==> config.mk <==
export PLATFORM = sky130hd
export DESIGN_NAME = hazard_mem_unit_flat
export DESIGN_NICKNAME = d
export VERILOG_FILES = /design/src/rtl/hazard_mem_unit_if.sv /design/src/rtl/hazard_mem_unit.sv /design/src/flat_wrapper.sv
export SDC_FILE = /design/constraint.sdc
export NUM_CORES = 1
export LEC_CHECK = 0
export BUFFER_PORTS_ARGS = -buffer_cell sky130_fd_sc_hd__buf_4
export CELL_PAD_IN_SITES_DETAIL_PLACEMENT = 0
export CELL_PAD_IN_SITES_GLOBAL_PLACEMENT = 1
export CORE_UTILIZATION = 30
export CTS_BUF_LIST = sky130_fd_sc_hd__clkbuf_4
export CTS_CLUSTER_SIZE = 14
export DETAILED_ROUTE_END_ITERATION = 7
export GPL_TIMING_DRIVEN = 0
export PLACE_DENSITY = 0.84
export SLEW_MARGIN = 20
export SYNTH_ARGS = -nofsm -noshare
export SYNTH_HDL_FRONTEND = slang
export SYNTH_SLANG_ARGS = --single-unit
export TNS_END_PERCENT = 5
==> constraint.sdc <==
create_clock -name clk -period 1.5 [get_ports clk]
set_input_delay 0.15 -clock clk [delete_from_list [all_inputs] [get_ports clk]]
set_output_delay 0.15 -clock clk [all_outputs]
set_load 0.02 [all_outputs]
==> src/rtl/hazard_mem_unit_if.sv <==
// Bundle of datapath taps and hazard controls between the 5-stage pipeline and hazard_mem_unit.
// The counter ports exist only when HZ_PERF_CNT_EN is defined.
interface hazard_mem_unit_if #(
  parameter int REGW = 5
`ifdef HZ_PERF_CNT_EN
  , parameter int CNTW = 32
`endif
);
  logic            en;
  logic [REGW-1:0] Rs1D, Rs2D;
  logic [REGW-1:0] Rs1E, Rs2E, RdE;
  logic            ResultSrcEb0;
  logic            PCSrcE;
  logic [REGW-1:0] RdM;
  logic            RegWriteM;
  logic            MemReqM;
  logic            mem_ack;
  logic [REGW-1:0] RdW;
  logic            RegWriteW;
  logic [1:0]      ForwardAE, ForwardBE;
  logic            StallF, StallD, StallE, StallM;
  logic            FlushD, FlushE, FlushW;
  logic            MemErr;
`ifdef HZ_PERF_CNT_EN
  logic [CNTW-1:0] StallCnt, FlushCnt;
`endif

  // Datapath side: drives the taps, consumes the controls.
  modport master (
`ifdef HZ_PERF_CNT_EN
    input  StallCnt, FlushCnt,
`endif
    output en, Rs1D, Rs2D, Rs1E, Rs2E, RdE, ResultSrcEb0, PCSrcE,
           RdM, RegWriteM, MemReqM, mem_ack, RdW, RegWriteW,
    input  ForwardAE, ForwardBE, StallF, StallD, StallE, StallM,
           FlushD, FlushE, FlushW, MemErr
  );

  modport slave (
`ifdef HZ_PERF_CNT_EN
    output StallCnt, FlushCnt,
`endif
    input  en, Rs1D, Rs2D, Rs1E, Rs2E, RdE, ResultSrcEb0, PCSrcE,
           RdM, RegWriteM, MemReqM, mem_ack, RdW, RegWriteW,
    output ForwardAE, ForwardBE, StallF, StallD, StallE, StallM,
           FlushD, FlushE, FlushW, MemErr
  );
endinterface

==> src/rtl/hazard_mem_unit.sv <==
// Hazard controller: forwarding, load-use stall, branch flush, variable-latency memory freeze
// with timeout error. Optional stall/flush performance counters under HZ_PERF_CNT_EN.
module hazard_mem_unit #(
  parameter int REGW    = 5,
  parameter int TIMEOUT = 16,
  parameter int CNTW    = 32
) (
  input logic               clk,
  input logic               rst,
  hazard_mem_unit_if.slave  hz
);

  if (TIMEOUT < 2 || TIMEOUT > 255 || CNTW < 1) begin : g_param_check
    $error("hazard_mem_unit: TIMEOUT must be 2..255 and CNTW at least 1");
  end

  localparam logic [REGW-1:0] ZERO_REG   = '0;
  localparam logic [7:0]      TIMEOUT_W  = 8'(TIMEOUT);

  typedef enum logic [1:0] {IDLE, WAIT, ERR} state_t;

  state_t     state;
  logic [7:0] wcnt;
  logic       mem_err;
  logic       lw_stall;
  logic       mem_stall;
  logic [1:0] fwd_a, fwd_b;
  logic       stall_f, stall_d, stall_e, stall_m;
  logic       flush_d, flush_e, flush_w;

  // The memory stage has priority over writeback since it holds the younger result.
  always_comb begin
    fwd_a = 2'b00;
    if (hz.RegWriteM && hz.RdM != ZERO_REG && hz.RdM == hz.Rs1E)
      fwd_a = 2'b10;
    else if (hz.RegWriteW && hz.RdW != ZERO_REG && hz.RdW == hz.Rs1E)
      fwd_a = 2'b01;

    fwd_b = 2'b00;
    if (hz.RegWriteM && hz.RdM != ZERO_REG && hz.RdM == hz.Rs2E)
      fwd_b = 2'b10;
    else if (hz.RegWriteW && hz.RdW != ZERO_REG && hz.RdW == hz.Rs2E)
      fwd_b = 2'b01;
  end

  assign lw_stall  = hz.ResultSrcEb0 && hz.RdE != ZERO_REG &&
                     (hz.RdE == hz.Rs1D || hz.RdE == hz.Rs2D);
  assign mem_stall = (hz.MemReqM && !hz.mem_ack) || (state == ERR);

  // A memory freeze holds E, so a branch resolving there must not squash anything yet.
  always_comb begin
    stall_f = 1'b0;
    stall_d = 1'b0;
    stall_e = 1'b0;
    stall_m = 1'b0;
    flush_d = 1'b0;
    flush_e = 1'b0;
    flush_w = 1'b0;
    if (mem_stall) begin
      stall_f = 1'b1;
      stall_d = 1'b1;
      stall_e = 1'b1;
      stall_m = 1'b1;
      flush_w = 1'b1;
    end else if (hz.PCSrcE) begin
      flush_d = 1'b1;
      flush_e = 1'b1;
    end else if (lw_stall) begin
      stall_f = 1'b1;
      stall_d = 1'b1;
      flush_e = 1'b1;
    end
  end

  always_ff @(posedge clk or posedge rst) begin
    if (rst) begin
      state   <= IDLE;
      wcnt    <= 8'd0;
      mem_err <= 1'b0;
    end else if (hz.en) begin
      case (state)
        IDLE: begin
          if (hz.MemReqM && !hz.mem_ack) begin
            state <= WAIT;
            wcnt  <= 8'd1;
          end
        end
        WAIT: begin
          if (hz.mem_ack || !hz.MemReqM) begin
            state <= IDLE;
            wcnt  <= 8'd0;
          end else begin
            wcnt <= wcnt + 8'd1;
            if (wcnt + 8'd1 == TIMEOUT_W) begin
              state   <= ERR;
              mem_err <= 1'b1;
            end
          end
        end
        ERR:     mem_err <= 1'b1;
        default: state   <= IDLE;
      endcase
    end
  end

  assign hz.ForwardAE = fwd_a;
  assign hz.ForwardBE = fwd_b;
  assign hz.StallF    = stall_f;
  assign hz.StallD    = stall_d;
  assign hz.StallE    = stall_e;
  assign hz.StallM    = stall_m;
  assign hz.FlushD    = flush_d;
  assign hz.FlushE    = flush_e;
  assign hz.FlushW    = flush_w;
  assign hz.MemErr    = mem_err;

`ifdef HZ_PERF_CNT_EN
  logic [CNTW-1:0] stall_cnt, flush_cnt;

  // Both counters saturate rather than wrap so a long run never reads as a short one.
  always_ff @(posedge clk or posedge rst) begin
    if (rst) begin
      stall_cnt <= '0;
      flush_cnt <= '0;
    end else if (hz.en) begin
      if ((stall_f || stall_d || stall_e || stall_m) && !(&stall_cnt))
        stall_cnt <= stall_cnt + 1'b1;
      if ((flush_d || flush_e) && !(&flush_cnt))
        flush_cnt <= flush_cnt + 1'b1;
    end
  end

  assign hz.StallCnt = stall_cnt;
  assign hz.FlushCnt = flush_cnt;
`endif

endmodule

==> src/flat_wrapper.sv <==
// flat-port wrapper written by rule: the top's interface ports become plain ports
module hazard_mem_unit_flat 
#(
  parameter int REGW    = 5,
  parameter int TIMEOUT = 16,
  parameter int CNTW    = 32
)
  (clk, rst, hz_en, hz_Rs1D, hz_Rs2D, hz_Rs1E, hz_Rs2E, hz_RdE, hz_ResultSrcEb0, hz_PCSrcE, hz_RdM, hz_RegWriteM, hz_MemReqM, hz_mem_ack, hz_RdW, hz_RegWriteW, hz_ForwardAE, hz_ForwardBE, hz_StallF, hz_StallD, hz_StallE, hz_StallM, hz_FlushD, hz_FlushE, hz_FlushW, hz_MemErr);
  hazard_mem_unit_if #(.REGW(REGW)) hz_i ();
  input logic clk;
  input logic rst;
  input wire logic [$bits(hz_i.en)-1:0] hz_en;
  input wire logic [$bits(hz_i.Rs1D)-1:0] hz_Rs1D;
  input wire logic [$bits(hz_i.Rs2D)-1:0] hz_Rs2D;
  input wire logic [$bits(hz_i.Rs1E)-1:0] hz_Rs1E;
  input wire logic [$bits(hz_i.Rs2E)-1:0] hz_Rs2E;
  input wire logic [$bits(hz_i.RdE)-1:0] hz_RdE;
  input wire logic [$bits(hz_i.ResultSrcEb0)-1:0] hz_ResultSrcEb0;
  input wire logic [$bits(hz_i.PCSrcE)-1:0] hz_PCSrcE;
  input wire logic [$bits(hz_i.RdM)-1:0] hz_RdM;
  input wire logic [$bits(hz_i.RegWriteM)-1:0] hz_RegWriteM;
  input wire logic [$bits(hz_i.MemReqM)-1:0] hz_MemReqM;
  input wire logic [$bits(hz_i.mem_ack)-1:0] hz_mem_ack;
  input wire logic [$bits(hz_i.RdW)-1:0] hz_RdW;
  input wire logic [$bits(hz_i.RegWriteW)-1:0] hz_RegWriteW;
  output wire logic [$bits(hz_i.ForwardAE)-1:0] hz_ForwardAE;
  output wire logic [$bits(hz_i.ForwardBE)-1:0] hz_ForwardBE;
  output wire logic [$bits(hz_i.StallF)-1:0] hz_StallF;
  output wire logic [$bits(hz_i.StallD)-1:0] hz_StallD;
  output wire logic [$bits(hz_i.StallE)-1:0] hz_StallE;
  output wire logic [$bits(hz_i.StallM)-1:0] hz_StallM;
  output wire logic [$bits(hz_i.FlushD)-1:0] hz_FlushD;
  output wire logic [$bits(hz_i.FlushE)-1:0] hz_FlushE;
  output wire logic [$bits(hz_i.FlushW)-1:0] hz_FlushW;
  output wire logic [$bits(hz_i.MemErr)-1:0] hz_MemErr;
  assign hz_i.en = hz_en;
  assign hz_i.Rs1D = hz_Rs1D;
  assign hz_i.Rs2D = hz_Rs2D;
  assign hz_i.Rs1E = hz_Rs1E;
  assign hz_i.Rs2E = hz_Rs2E;
  assign hz_i.RdE = hz_RdE;
  assign hz_i.ResultSrcEb0 = hz_ResultSrcEb0;
  assign hz_i.PCSrcE = hz_PCSrcE;
  assign hz_i.RdM = hz_RdM;
  assign hz_i.RegWriteM = hz_RegWriteM;
  assign hz_i.MemReqM = hz_MemReqM;
  assign hz_i.mem_ack = hz_mem_ack;
  assign hz_i.RdW = hz_RdW;
  assign hz_i.RegWriteW = hz_RegWriteW;
  assign hz_ForwardAE = hz_i.ForwardAE;
  assign hz_ForwardBE = hz_i.ForwardBE;
  assign hz_StallF = hz_i.StallF;
  assign hz_StallD = hz_i.StallD;
  assign hz_StallE = hz_i.StallE;
  assign hz_StallM = hz_i.StallM;
  assign hz_FlushD = hz_i.FlushD;
  assign hz_FlushE = hz_i.FlushE;
  assign hz_FlushW = hz_i.FlushW;
  assign hz_MemErr = hz_i.MemErr;
  hazard_mem_unit #(.REGW(REGW), .TIMEOUT(TIMEOUT), .CNTW(CNTW)) u_core (.clk(clk), .rst(rst), .hz(hz_i));
endmodule
# == Word level (Yosys, flattened, before mapping) ==
# Cells that the tools add are included.
# word_totals
input_bits,44
register_bits,11
word_cells,63
# op_classes
n_reduce_logical,23
n_eq_ne,13
n_mux,22
n_addsub,1
bitwise,1
# ops
cell,n
5-bit == test,6
8-bit 2-to-1 mux,2
8-bit case mux with 2 select lines,1
5-bit nonzero test,3
1-bit 2-to-1 mux,12
2-bit 2-to-1 mux,5
1-bit logical AND,9
"8-bit by 1-bit adder with 8-bit output, second input constant",1
"8-bit by 5-bit == test with 1-bit output, second input constant",1
4-bit AND reduction,2
2-bit case mux with 3 select lines,1
"2-bit by 1-bit != test with 1-bit output, second input constant",2
2-bit nonzero test,2
1-bit logical OR,3
"3-bit by 1-bit != test with 1-bit output, second input constant",1
3-bit AND reduction,1
"2-bit by 1-bit == test with 1-bit output, second input constant",1
"2-bit == test, second input constant",1
1-bit zero test,2
2-bit zero test,1
"2-bit != test, second input constant",1
1-bit case mux with 2 select lines,1
1-bit inverter,1

# == Longest topological paths before layout ==
# depth
depth_word,6
depth_mapped,7
depth_no_buf,6

# == Worst setup path after synthesis ==
# No wires, ideal clock.
# synth_path
path_kind,in2out
startpoint,in hz_RdE[4]
endpoint,out hz_StallF
t_required_ns,1.350
slack_ns,-0.147
arrival_ns,1.497
stages,6
path_buffers,1
path_cell_list,xnor2_1 -> nand3_1 -> nor3_1 -> o221ai_1 -> o21ai_0 -> buf_4
# synth_via
elab_chain_len,6
elab_cells_between_ends,9
# synth_lines
element,line_no,rtl
from (decl),flat_wrapper.sv:17,input wire logic [$bits(hz_i.RdE)-1:0] hz_RdE;
5-bit == test or 5-bit nonzero test (tied branches),"hazard_mem_unit.sv:47, hazard_mem_unit.sv:46",
1-bit logical OR or 1-bit logical AND (tied branches),"hazard_mem_unit.sv:47, hazard_mem_unit.sv:46",
1-bit logical AND *,hazard_mem_unit.sv:46,assign lw_stall = hz.ResultSrcEb0 && hz.RdE != ZERO_REG &&
1-bit 2-to-1 mux * (3 in series),n/a,
to (decl),flat_wrapper.sv:28,output wire logic [$bits(hz_i.StallF)-1:0] hz_StallF;
# Mark *: on every way between the ends. The rest lies on a longest branch, timed or not.

# == Worst setup path in the final report ==
# layout_path
startpoint,in hz_RdM[0]
endpoint,out hz_ForwardBE[0]
# layout_via
elab_chain_len,4
elab_cells_between_ends,5
# layout_lines
element,line_no,rtl
from (decl),flat_wrapper.sv:20,input wire logic [$bits(hz_i.RdM)-1:0] hz_RdM;
5-bit nonzero test,hazard_mem_unit.sv:40,if (hz.RegWriteM && hz.RdM != ZERO_REG && hz.RdM == hz.Rs2E)
1-bit logical AND,hazard_mem_unit.sv:40,
1-bit logical AND *,hazard_mem_unit.sv:40,
2-bit 2-to-1 mux *,hazard_mem_unit.sv:40,
to (decl),flat_wrapper.sv:27,output wire logic [$bits(hz_i.ForwardBE)-1:0] hz_ForwardBE;
# Marked as above.

==> impl_metrics.py <==
metrics = {
    "timing": {
        "setup_violations": 6,
        "layout_setup_ws_ns": -0.0664,
        "max_freq_mhz": 638,
        "worst_clock_skew_ns": 0.00709,
        "hold_viol": 0,
        "rsz0062_at_grt": "yes",
        "layout_worst_path_cycle_share_pct": 104,
        "worst_slew_pin_slew_ns": 0.458,
        "maxSlewHeadroom_pct": 69.5,
        "drv_slew": 0,
        "finalCriticalPeriod_ns": 1.57,
    },
    "grt": {
        "grt-ovfl-total": 0,
        "antenna_found_initial": 0,
        "grt_max_degree": 12,
        "grt_usage_pct": 16.9,
        "grt_pass1_wl_um": 5420,
        "grt_pass1_vias": 1240,
    },
    "placement": {
        "place.gp.congestion": 0.792,
        "numPortBuffers": 55,
        "place_ws_ns": -0.307,
        "hpwlAfterDp_um": 2570,
    },
    "floorplanning": {
        "dieArea_mm2": 0.00399,
        "core_area_mm2": 0.00347,
        "dieWidth_um": 63.2,
        "die_h_um": 63.2,
        "ioPinCount": 56,
        "num_rows": 21,
        "initial_core_util_pct": 32.4,
    },
    "clocking": {
        "clkSinkCount": 11,
        "cts.path.max_buffers": 2,
        "cts.clk_slew.worst_paths_ns": 0.08,
        "clockRootBuffer": "clkbuf_4",
        "clk_latency_ns": 0.28,
        "cts-buffers-inserted": 3,
        "cts_tree": "done",
        "postCtsSetupBuffers": 0,
        "htree_levels": 1,
    },
    "layout": {
        "diodes": 0,
        "post-route-util_pct": 50.4,
        "drive_above_1_share_pct": 45.9,
        "final_net_count": 243,
        "area_delta_synth_final_pct": 55.7,
    },
    "synthesis": {
        "synthesis.nets": 182,
        "syn-cell-area_mm2": 0.00112,
        "seq_area_frac_synth_pct": 24.5,
        "postSynthAreaPerCell_um2": 8.38,
        "synth_cells": 134,
        "synthTopCellsByArea": "dfrtp_1 (24%), xor2_1 (14%), xnor2_1 (10%)",
        "synth_warnings": 0,
        "synth_seq_cells": 11,
        "synth_cell_type_count": 35,
        "synth_commonest_cells": "xor2_1 (18), o21ai_0 (14), xnor2_1 (13), dfrtp_1 (11), nand3_1 (9)",
        "synth_top_cell_by_area": "dfrtp_1",
        "synth_top_area_share_pct": 24.5,
        "synth_most_common_cell": "xor2_1",
        "synth_edf_count": 0,
        "async_flop_share_pct": 100,
        "synth_ff_type": "dfrtp_1",
    },
    "critical_path": {
        "worstSetupStartpointType": "input pin",
        "crit_type": "in -> out",
        "crit_required_ns": 1.35,
        "arrival_ns": 1.42,
        "ff2ff_setup_slack_ns": -0.02,
        "path_max_fanout": 3,
        "end_kind": "output pin",
    },
    "drt": {
        "drc": 0,
        "vias": 1222,
        "routed_wl_um": 3300,
        "detail-route-antenna-nets": 0,
        "post_drt_via_cell_ratio": 5.09,
        "drt_pre_antenna_iters": 4,
        "wl_per_cell_um": 13.8,
        "first_iter_violations": 22,
    },
    "worst_hold_path": {
        "hold_path.class": "in -> reg",
    },
    "run_status": {
        "violations": "setup timing",
        "status": "finished, violations left",
    },
    "power_and_ir_drop": {
        "ir_drop_mv": 0.501,
        "p_per_area_mw_per_mm2": 695,
        "p_leak_uw": 0.000771,
    },
    "run": {
        "cap_violations": 0,
    },
}
-- worst max-delay path, stage by stage --
cell	delay (ns)
buf_4	0.13
or4_4	0.54
o21ai_4	0.16
nor4_2	0.08
nor4_2	0.17
buf_4	0.19
-- kinds of logic after synthesis --
kind of cell / count (synthesis) / synth area share [%]
and+or+nand+nor: 45 / 24.2
AOI/OAI and AO/OA: 31 / 16.9
xor gates and xnor gates: 31 / 24.2
buffers and inverters: 11 / 4.79
DFF: 11 / 24.5
adders and majority gates: 4 / 4.45
muxes: 1 / 1.00
-- cell usage in the layout, fill, tap and decap left out, types with 3 or more instances in the layout --
master	n
buf_6	7
nand2_1	4
o21ai_0	8
nand2b_1	3
nand3_1	9
nor2_1	4
or4_1	3
xnor2_1	13
clkbuf_4	4
o21ai_2	4
inv_1	4
o21ai_1	4
buf_4	51
a21oi_1	4
nor4_2	3
dfrtp_1	10
xor2_1	18
-- through the flow --
stage          cells  total power [µW]  hold WS [ns]  setup TNS (ns)  cell area, µm²
5_1_grt          240              1300         0.201          -0.875            1750
3_3_place_gp     235               864         0.177           -1.88            1590
3_5_place_dp     235               882         0.192           -2.31            1590
6_report         240              1220         0.213          -0.226            1750
4_1_cts          240              1190         0.204          -0.205            1720
2_1_floorplan    134               663       0.00244          -0.265            1120
-- registers in the layout, indices dropped and copies added, names as in the netlist --
name	count
u_core.hz.MemErr	1
u_core.state	2
u_core.wcnt	8
-- what timing repair did --
action,in CTS,in global routing
pin swaps,11,2
gates resized for setup,27,11
endpoints found under the hold margin,11,0
setup endpoints to repair,15,17
hold buffers,1,0
-- final cells by class --
type,count,area [µm²]
sequential,11,277
timing repair buffer,56,449
clock buffer,4,30.0
buffer,5,42.5
multi-input combinational,112,871
fill,350,1720
tap,46,57.6
inverter,6,22.5
-- final timing paths --
| check | start | end | depth (start not counted) |
|---|---|---|---|
| hold reg to reg | u_core.hz.MemErr$_DFFE_PP0P_ | u_core.hz.MemErr$_DFFE_PP0P_ | 1 |
| max in group asynchronous | rst | u_core.wcnt[0]$_DFFE_PP0P_ | 3 |
| setup / recovery | hz_RdM[0] | hz_ForwardBE[0] | 6 |
| hold / removal | hz_en | u_core.hz.MemErr$_DFFE_PP0P_ | 2 |
| min in group asynchronous | rst | u_core.wcnt[7]$_DFFE_PP0P_ | 3 |
| setup reg to reg | u_core.wcnt[0]$_DFFE_PP0P_ | u_core.state[0]$_DFFE_PP0P_ | 5 |
-- power breakdown --
group	internal (µW)	leakage (µW)	switching, µW
combinational	300	0.000609	299
sequential	334	0.000144	53.2
clock	121	0.0000184	109
-- routing by layer --
metal / track usage [%] / wire length (µm)
met5: 0 / 0
met2: 31.3 / 1700
met3: 4.89 / 191
met1: 19.0 / 1380
met4: 3.69 / 31
Power figures use the tool's default switching activity.
